**src/rtl/cla_seq_adder.sv**
```systemverilog
// rtl/cla_seq_adder.sv - multi-cycle WIDTH-bit adder built on a single 4-bit carry-lookahead slice
//
// cla4: combinational 4-bit carry-lookahead adder slice.
//   a_i, b_i  : 4-bit operands
//   cin_i     : carry in
//   s_o       : 4-bit sum
//   cout_o    : carry out of bit 3
//
// cla_seq_adder: adds one operand nibble per clock, LSB nibble first.
//   clk       : system clock, rising edge
//   rst       : synchronous active-high reset
//   start     : request, sampled only in IDLE or DONE
//   a, b, cin : operands and carry-in, captured on an accepted start
//   busy      : high while the nibble loop is running
//   done      : one-cycle pulse when sum/cout become valid
//   sum, cout : registered result, held until the next completion or reset
//   ovf       : signed overflow, present only when CLA_SEQ_OVF_EN is defined
//
// Optional feature macro: CLA_SEQ_OVF_EN (adds the ovf port and its logic).

module cla4 (
  input  logic [3:0] a_i,
  input  logic [3:0] b_i,
  input  logic       cin_i,
  output logic [3:0] s_o,
  output logic       cout_o
);

  logic [3:0] p;
  logic [3:0] g;
  logic [4:0] c;

  assign p = a_i ^ b_i;
  assign g = a_i & b_i;

  // Every carry is formed directly from generate/propagate terms, no ripple.
  assign c[0] = cin_i;
  assign c[1] = g[0] | (p[0] & c[0]);
  assign c[2] = g[1] | (p[1] & g[0]) | (p[1] & p[0] & c[0]);
  assign c[3] = g[2] | (p[2] & g[1]) | (p[2] & p[1] & g[0])
              | (p[2] & p[1] & p[0] & c[0]);
  assign c[4] = g[3] | (p[3] & g[2]) | (p[3] & p[2] & g[1])
              | (p[3] & p[2] & p[1] & g[0]) | (p[3] & p[2] & p[1] & p[0] & c[0]);

  assign s_o    = p ^ c[3:0];
  assign cout_o = c[4];

endmodule

module cla_seq_adder #(
  parameter int WIDTH = 16
) (
  input  logic             clk,
  input  logic             rst,
  input  logic             start,
  input  logic [WIDTH-1:0] a,
  input  logic [WIDTH-1:0] b,
  input  logic             cin,
  output logic             busy,
  output logic             done,
  output logic [WIDTH-1:0] sum,
  output logic             cout
`ifdef CLA_SEQ_OVF_EN
  ,
  output logic             ovf
`endif
);

  localparam int NIB = WIDTH / 4;
  localparam int CW  = (NIB > 1) ? $clog2(NIB) : 1;

  localparam logic [1:0] S_IDLE = 2'd0;
  localparam logic [1:0] S_RUN  = 2'd1;
  localparam logic [1:0] S_DONE = 2'd2;

  generate
    if ((WIDTH % 4) != 0 || WIDTH < 8) begin : g_bad_width
      $error("cla_seq_adder: WIDTH must be a multiple of 4 and >= 8");
    end
  endgenerate

  logic [1:0]       state_q, state_d;
  logic [CW-1:0]    cnt_q, cnt_d;
  logic             carry_q, carry_d;
  logic [WIDTH-1:0] shift_a_q, shift_a_d;
  logic [WIDTH-1:0] shift_b_q, shift_b_d;
  // Holds the NIB-1 nibbles already produced; the last one goes straight to sum.
  logic [WIDTH-5:0] psum_q, psum_d;
  logic [WIDTH-1:0] sum_q, sum_d;
  logic             cout_q, cout_d;

  logic [3:0]       slice_s;
  logic             slice_c;
  logic             last_nib;

  cla4 u_cla4 (
    .a_i    (shift_a_q[3:0]),
    .b_i    (shift_b_q[3:0]),
    .cin_i  (carry_q),
    .s_o    (slice_s),
    .cout_o (slice_c)
  );

  assign last_nib = (cnt_q == CW'(NIB - 1));

  // Shift the new nibble in at the top so the LSB nibble ends at the bottom.
  logic [WIDTH-5:0] psum_shift;
  generate
    if (NIB == 2) begin : g_psum_one
      assign psum_shift = slice_s;
    end else begin : g_psum_many
      assign psum_shift = {slice_s, psum_q[WIDTH-5:4]};
    end
  endgenerate

`ifdef CLA_SEQ_OVF_EN
  logic a_msb_q, a_msb_d;
  logic b_msb_q, b_msb_d;
  logic ovf_q, ovf_d;
`endif

  always_comb begin
    state_d   = state_q;
    cnt_d     = cnt_q;
    carry_d   = carry_q;
    shift_a_d = shift_a_q;
    shift_b_d = shift_b_q;
    psum_d    = psum_q;
    sum_d     = sum_q;
    cout_d    = cout_q;
`ifdef CLA_SEQ_OVF_EN
    a_msb_d   = a_msb_q;
    b_msb_d   = b_msb_q;
    ovf_d     = ovf_q;
`endif
    case (state_q)
      S_IDLE, S_DONE: begin
        if (start) begin
          shift_a_d = a;
          shift_b_d = b;
          carry_d   = cin;
          cnt_d     = '0;
          state_d   = S_RUN;
`ifdef CLA_SEQ_OVF_EN
          // Operands may change during RUN, so keep their sign bits here.
          a_msb_d   = a[WIDTH-1];
          b_msb_d   = b[WIDTH-1];
`endif
        end else begin
          state_d = S_IDLE;
        end
      end
      S_RUN: begin
        shift_a_d = shift_a_q >> 4;
        shift_b_d = shift_b_q >> 4;
        psum_d    = psum_shift;
        carry_d   = slice_c;
        cnt_d     = cnt_q + CW'(1);
        if (last_nib) begin
          sum_d   = {slice_s, psum_q};
          cout_d  = slice_c;
          state_d = S_DONE;
`ifdef CLA_SEQ_OVF_EN
          ovf_d   = (a_msb_q == b_msb_q) && (slice_s[3] != a_msb_q);
`endif
        end
      end
      default: state_d = S_IDLE;
    endcase
  end

  always_ff @(posedge clk) begin
    if (rst) begin
      state_q   <= S_IDLE;
      cnt_q     <= '0;
      carry_q   <= 1'b0;
      shift_a_q <= '0;
      shift_b_q <= '0;
      psum_q    <= '0;
      sum_q     <= '0;
      cout_q    <= 1'b0;
`ifdef CLA_SEQ_OVF_EN
      a_msb_q   <= 1'b0;
      b_msb_q   <= 1'b0;
      ovf_q     <= 1'b0;
`endif
    end else begin
      state_q   <= state_d;
      cnt_q     <= cnt_d;
      carry_q   <= carry_d;
      shift_a_q <= shift_a_d;
      shift_b_q <= shift_b_d;
      psum_q    <= psum_d;
      sum_q     <= sum_d;
      cout_q    <= cout_d;
`ifdef CLA_SEQ_OVF_EN
      a_msb_q   <= a_msb_d;
      b_msb_q   <= b_msb_d;
      ovf_q     <= ovf_d;
`endif
    end
  end

  assign busy = (state_q == S_RUN);
  assign done = (state_q == S_DONE);
  assign sum  = sum_q;
  assign cout = cout_q;
`ifdef CLA_SEQ_OVF_EN
  assign ovf  = ovf_q;
`endif

endmodule

```
**config.mk**
```make
export PLATFORM = sky130hd
export DESIGN_NAME = cla_seq_adder
export DESIGN_NICKNAME = d
export VERILOG_FILES = /design/src/rtl/cla_seq_adder.sv
export SDC_FILE = /design/constraint.sdc
export NUM_CORES = 1
export LEC_CHECK = 0
export CAP_MARGIN = 20
export CORE_MARGIN = 4
export CORE_UTILIZATION = 50
export CTS_CLUSTER_DIAMETER = 80
export DETAILED_ROUTE_END_ITERATION = 10
export PLACE_DENSITY = 0.83
export SETUP_SLACK_MARGIN = 0.05
export SYNTH_ARGS = -nofsm -noshare
export SYNTH_HDL_FRONTEND = slang
export SYNTH_SLANG_ARGS = --single-unit
```
**constraint.sdc**
```tcl
create_clock -name clk -period 2.14 [get_ports clk]
set_clock_uncertainty 0.05 [all_clocks]
set_input_delay 0.428 -clock clk [delete_from_list [all_inputs] [get_ports clk]]
set_output_delay 0.428 -clock clk [all_outputs]
set_load 0.02 [all_outputs]
```
==> summary.md <==
| Metric | Value |
|---|---|
| CP required | `roughly 1.7 ns` |
| Die area | `around 6600 um2` |
| Crit Path Class | `reg -> out` |
| Post-synthesis instance area | `2670 um2` |
| Placed wire-length estimate | `around 4100 um` |
| Max clock buf depth | `2` |
| Worst-Margin Slew | `0.688 ns` |
| Synth cell types | `29` |
| Port Buf Inserts | `54` |
| Max-slew headroom | `54.0%` |
| Mapped Cells | `approximately 300` |
| Total Wirelength | `between 5000 and 6000 um` |
| Layout fillers | `approximately 470` |
| Clock Pin Slew Worst Setup and Hold Paths | `roughly 0.060 ns` |
| Setup TNS | `0 ns` |
| Max Freq | `between 0.5 and 0.6 GHz` |
| First-pass GRT wire length | `approximately 9700 um` |
| Hold path start | `sum[13]` |
| Data arrival, critical path | `1.40 ns` |
| IO Pins | `55` |
| DRC Markers | `0` |
| Routability cong. | `between 0.7 and 0.8` |
| Via count | `2284` |
| Total grt overflow | `0` |
| Endpoints failing setup | `0` |
| Clock buffer count from CTS | `9` |
| Vias in the first global route | `around 2200` |
| Worst-Skew Late Latency | `approximately 0.33 ns` |
| Largest net degree at the start of global routing | `61` |
| Hold slack | `slightly above 0.4 ns` |
| Final hold violation count | `0` |
| Core footprint | `roughly 5100 um2` |
| Die Span Y | `~81 um` |
| Initial antenna violation count | `0` |
| Max Slew Vio Count | `0` |
| Seq/Total Area, Yosys | `roughly half` |
| Fin crit period | `roughly 1.9 ns` |
| Clock root buffer | `clkbuf_8` |
| Synth Warn # | `0` |
| Total Power | `0.00271 W` |
| Max-cap check violation count | `0` |
| CP max FO | `3` |
| Power per cell area | `about 790 nW/um2` |
| Start of the worst register-to-register path | `shift_a_q[1]` |
| Cell Rows | `26` |
| CP endpoint kind | `output pin` |
| Share of layout cells above drive strength 1 | `between 7 and 8%` |
| Startpoint class of the critical path | `register` |
| Die W | `81.1 um` |
| Part of the cycle the worst path needs | `between 80 and 90%` |
| Fin nets | `393` |
| Starting Density | `approximately half` |
| Hold crit path type | `reg -> reg` |
| Synth Register Bits | `66` |
| Leakage | `approximately 1.3 nW` |
| Setup slack, reg-to-reg | `around 0.44 ns` |
| Post-DRT Antenna Nets | `0` |
| Worst Setup SP | `state_q[0]` |
| Area grow syn2layout | `29.1%` |
| Post-Syn Nets | `~350` |
| CTS tree | `done` |
| Drt first-iter violations | `between 70 and 80` |
| Final antenna diode count | `0` |
| Clock sinks | `66` |
| Vias per inst | `5.37` |
| Max IR drop VDD | `between 400 and 500 uV` |
| H-tree depth | `3` |
| RSZ-0062 raised after global routing | `false` |
| Drt first pass iters | `4` |
| DR WL/cell | `13.7 um` |
| Syn avg cell area | `a little under 9 um2` |
| Post-cts hold buffer count | `0` |
| Status | `finished clean` |
| GRT Total Usage | `19.3%` |
[cell usage in the layout (no fill, tap or decap), drive strengths merged, types with 2 or more instances in the layout]
cell type and n:
nand3 4, clkdlybuf4s50 52, or4 2, clkbuf 12, a22oi 10, nand2 49
mux2i 22, ha 5, a21oi 30, inv 4, nor2 46, clkinv 2
nor2b 3, dfxtp 66, buf 7, nor3 3, a211oi 26
[layout make-up]
cell class	instances	area, um2	area share [%]
tap	70	87.6	2.54
multi-input combinational	210	1230	35.8
clock buffer	12	145	4.21
timing repair buffer	60	604	17.5
clock inverter	3	40.0	1.16
inverter	4	15.0	0.436
sequential	66	1320	38.3
[worst max-delay path, stage by stage (launching register included)]
cell and delay, ns:
dfxtp_1 0.35, nor2b_1 0.12, clkdlybuf4s50_1 0.61
[per-layer routing]
| layer | part of all wire [%] | track usage, % | wire, um |
|---|---|---|---|
| met3 | 4.3 | 3.66 | 248 |
| met4 | 2.5 | 10.1 | 143 |
| met2 | 52 | 34.6 | 3010 |
| met5 | 0 | 0 | 0 |
| met1 | 42 | 21.6 | 2430 |
[cell usage after synthesis]
cell      count  area, um2
mux2i_1      22        220
a21o_1        1       7.51
a211o_1       1       8.76
and2_1        1       6.26
inv_1         3       11.3
nand2_1      48        180
nand3_1       4       20.0
a211oi_1     26        195
buf_2         5       25.0
nor2_1       46        173
fa_1          1       20.0
or4_1         2       15.0
nand2_4       1       11.3
xnor2_1       1       8.76
buf_6         2       22.5
or2_2         1       6.26
inv_2         1       3.75
nor4_1        1       6.26
a21oi_1      30        150
ha_1          5       62.6
nor2b_1       3       18.8
clkbuf_1     16       60.1
buf_1         1       3.75
nand2b_1      1       6.26
nor3_1        3       15.0
o31ai_1       1       7.51
a22oi_1      10       75.1
dfxtp_1      66       1320
a311oi_1      1       8.76
[cell families (layout without fill, tap and decap cells)]
group | after synthesis | in the layout | synth area share [%]
DFF | 66 | 66 | 49.5
AOI/OAI and AO/OA | 70 | 70 | 17.0
buffers and inverters | 28 | 79 | 4.73
adders and majority gates | 6 | 6 | 3.09
xor gates and xnor gates | 1 | 1 | 0.328
muxes | 22 | 22 | 8.25
and+or+nand+nor | 111 | 111 | 17.2
[report_power, final]
group,internal [W],switching (W),total (W)
clock,0.000561,0.000436,0.000996
combinational,0.000181,0.000189,0.000369
sequential,0.00130,0.0000443,0.00134
[path summary, 6_finish.rpt]
path | to | cells past startpoint
setup / recovery | done | 2
hold / removal | sum[13] | 2
setup reg to reg | sum[15] | 5
hold reg to reg | sum[13] | 2
[through the flow]
stage | utilization, % | instance area (um2) | worst slack [ns] | instances
6_report | 67.0 | 3450 | 0.263 | 425
2_1_floorplan | - | 2670 | 0.562 | 304
3_3_place_gp | 63.5 | 3260 | 0.254 | 410
3_5_place_dp | 63.5 | 3260 | 0.212 | 410
4_1_cts | 67.0 | 3450 | 0.240 | 425
5_1_grt | 67.0 | 3450 | 0.175 | 425
[flip-flops by register name, summed over array words and instances, names as in the netlist]
signal     count
cout           1
sum           16
psum_q        12
shift_b_q     16
carry_q        1
cnt_q          2
state_q        2
shift_a_q     16
[timing repair]
action / 4_1_cts / 5_1_grt
hold endpoints to repair: 0 / 0
gates resized for setup: 1 / 0
setup buffers: 0 / 0
endpoints found under the setup margin: 1 / 0
Note: power is estimated with default switching activity, not from simulation.
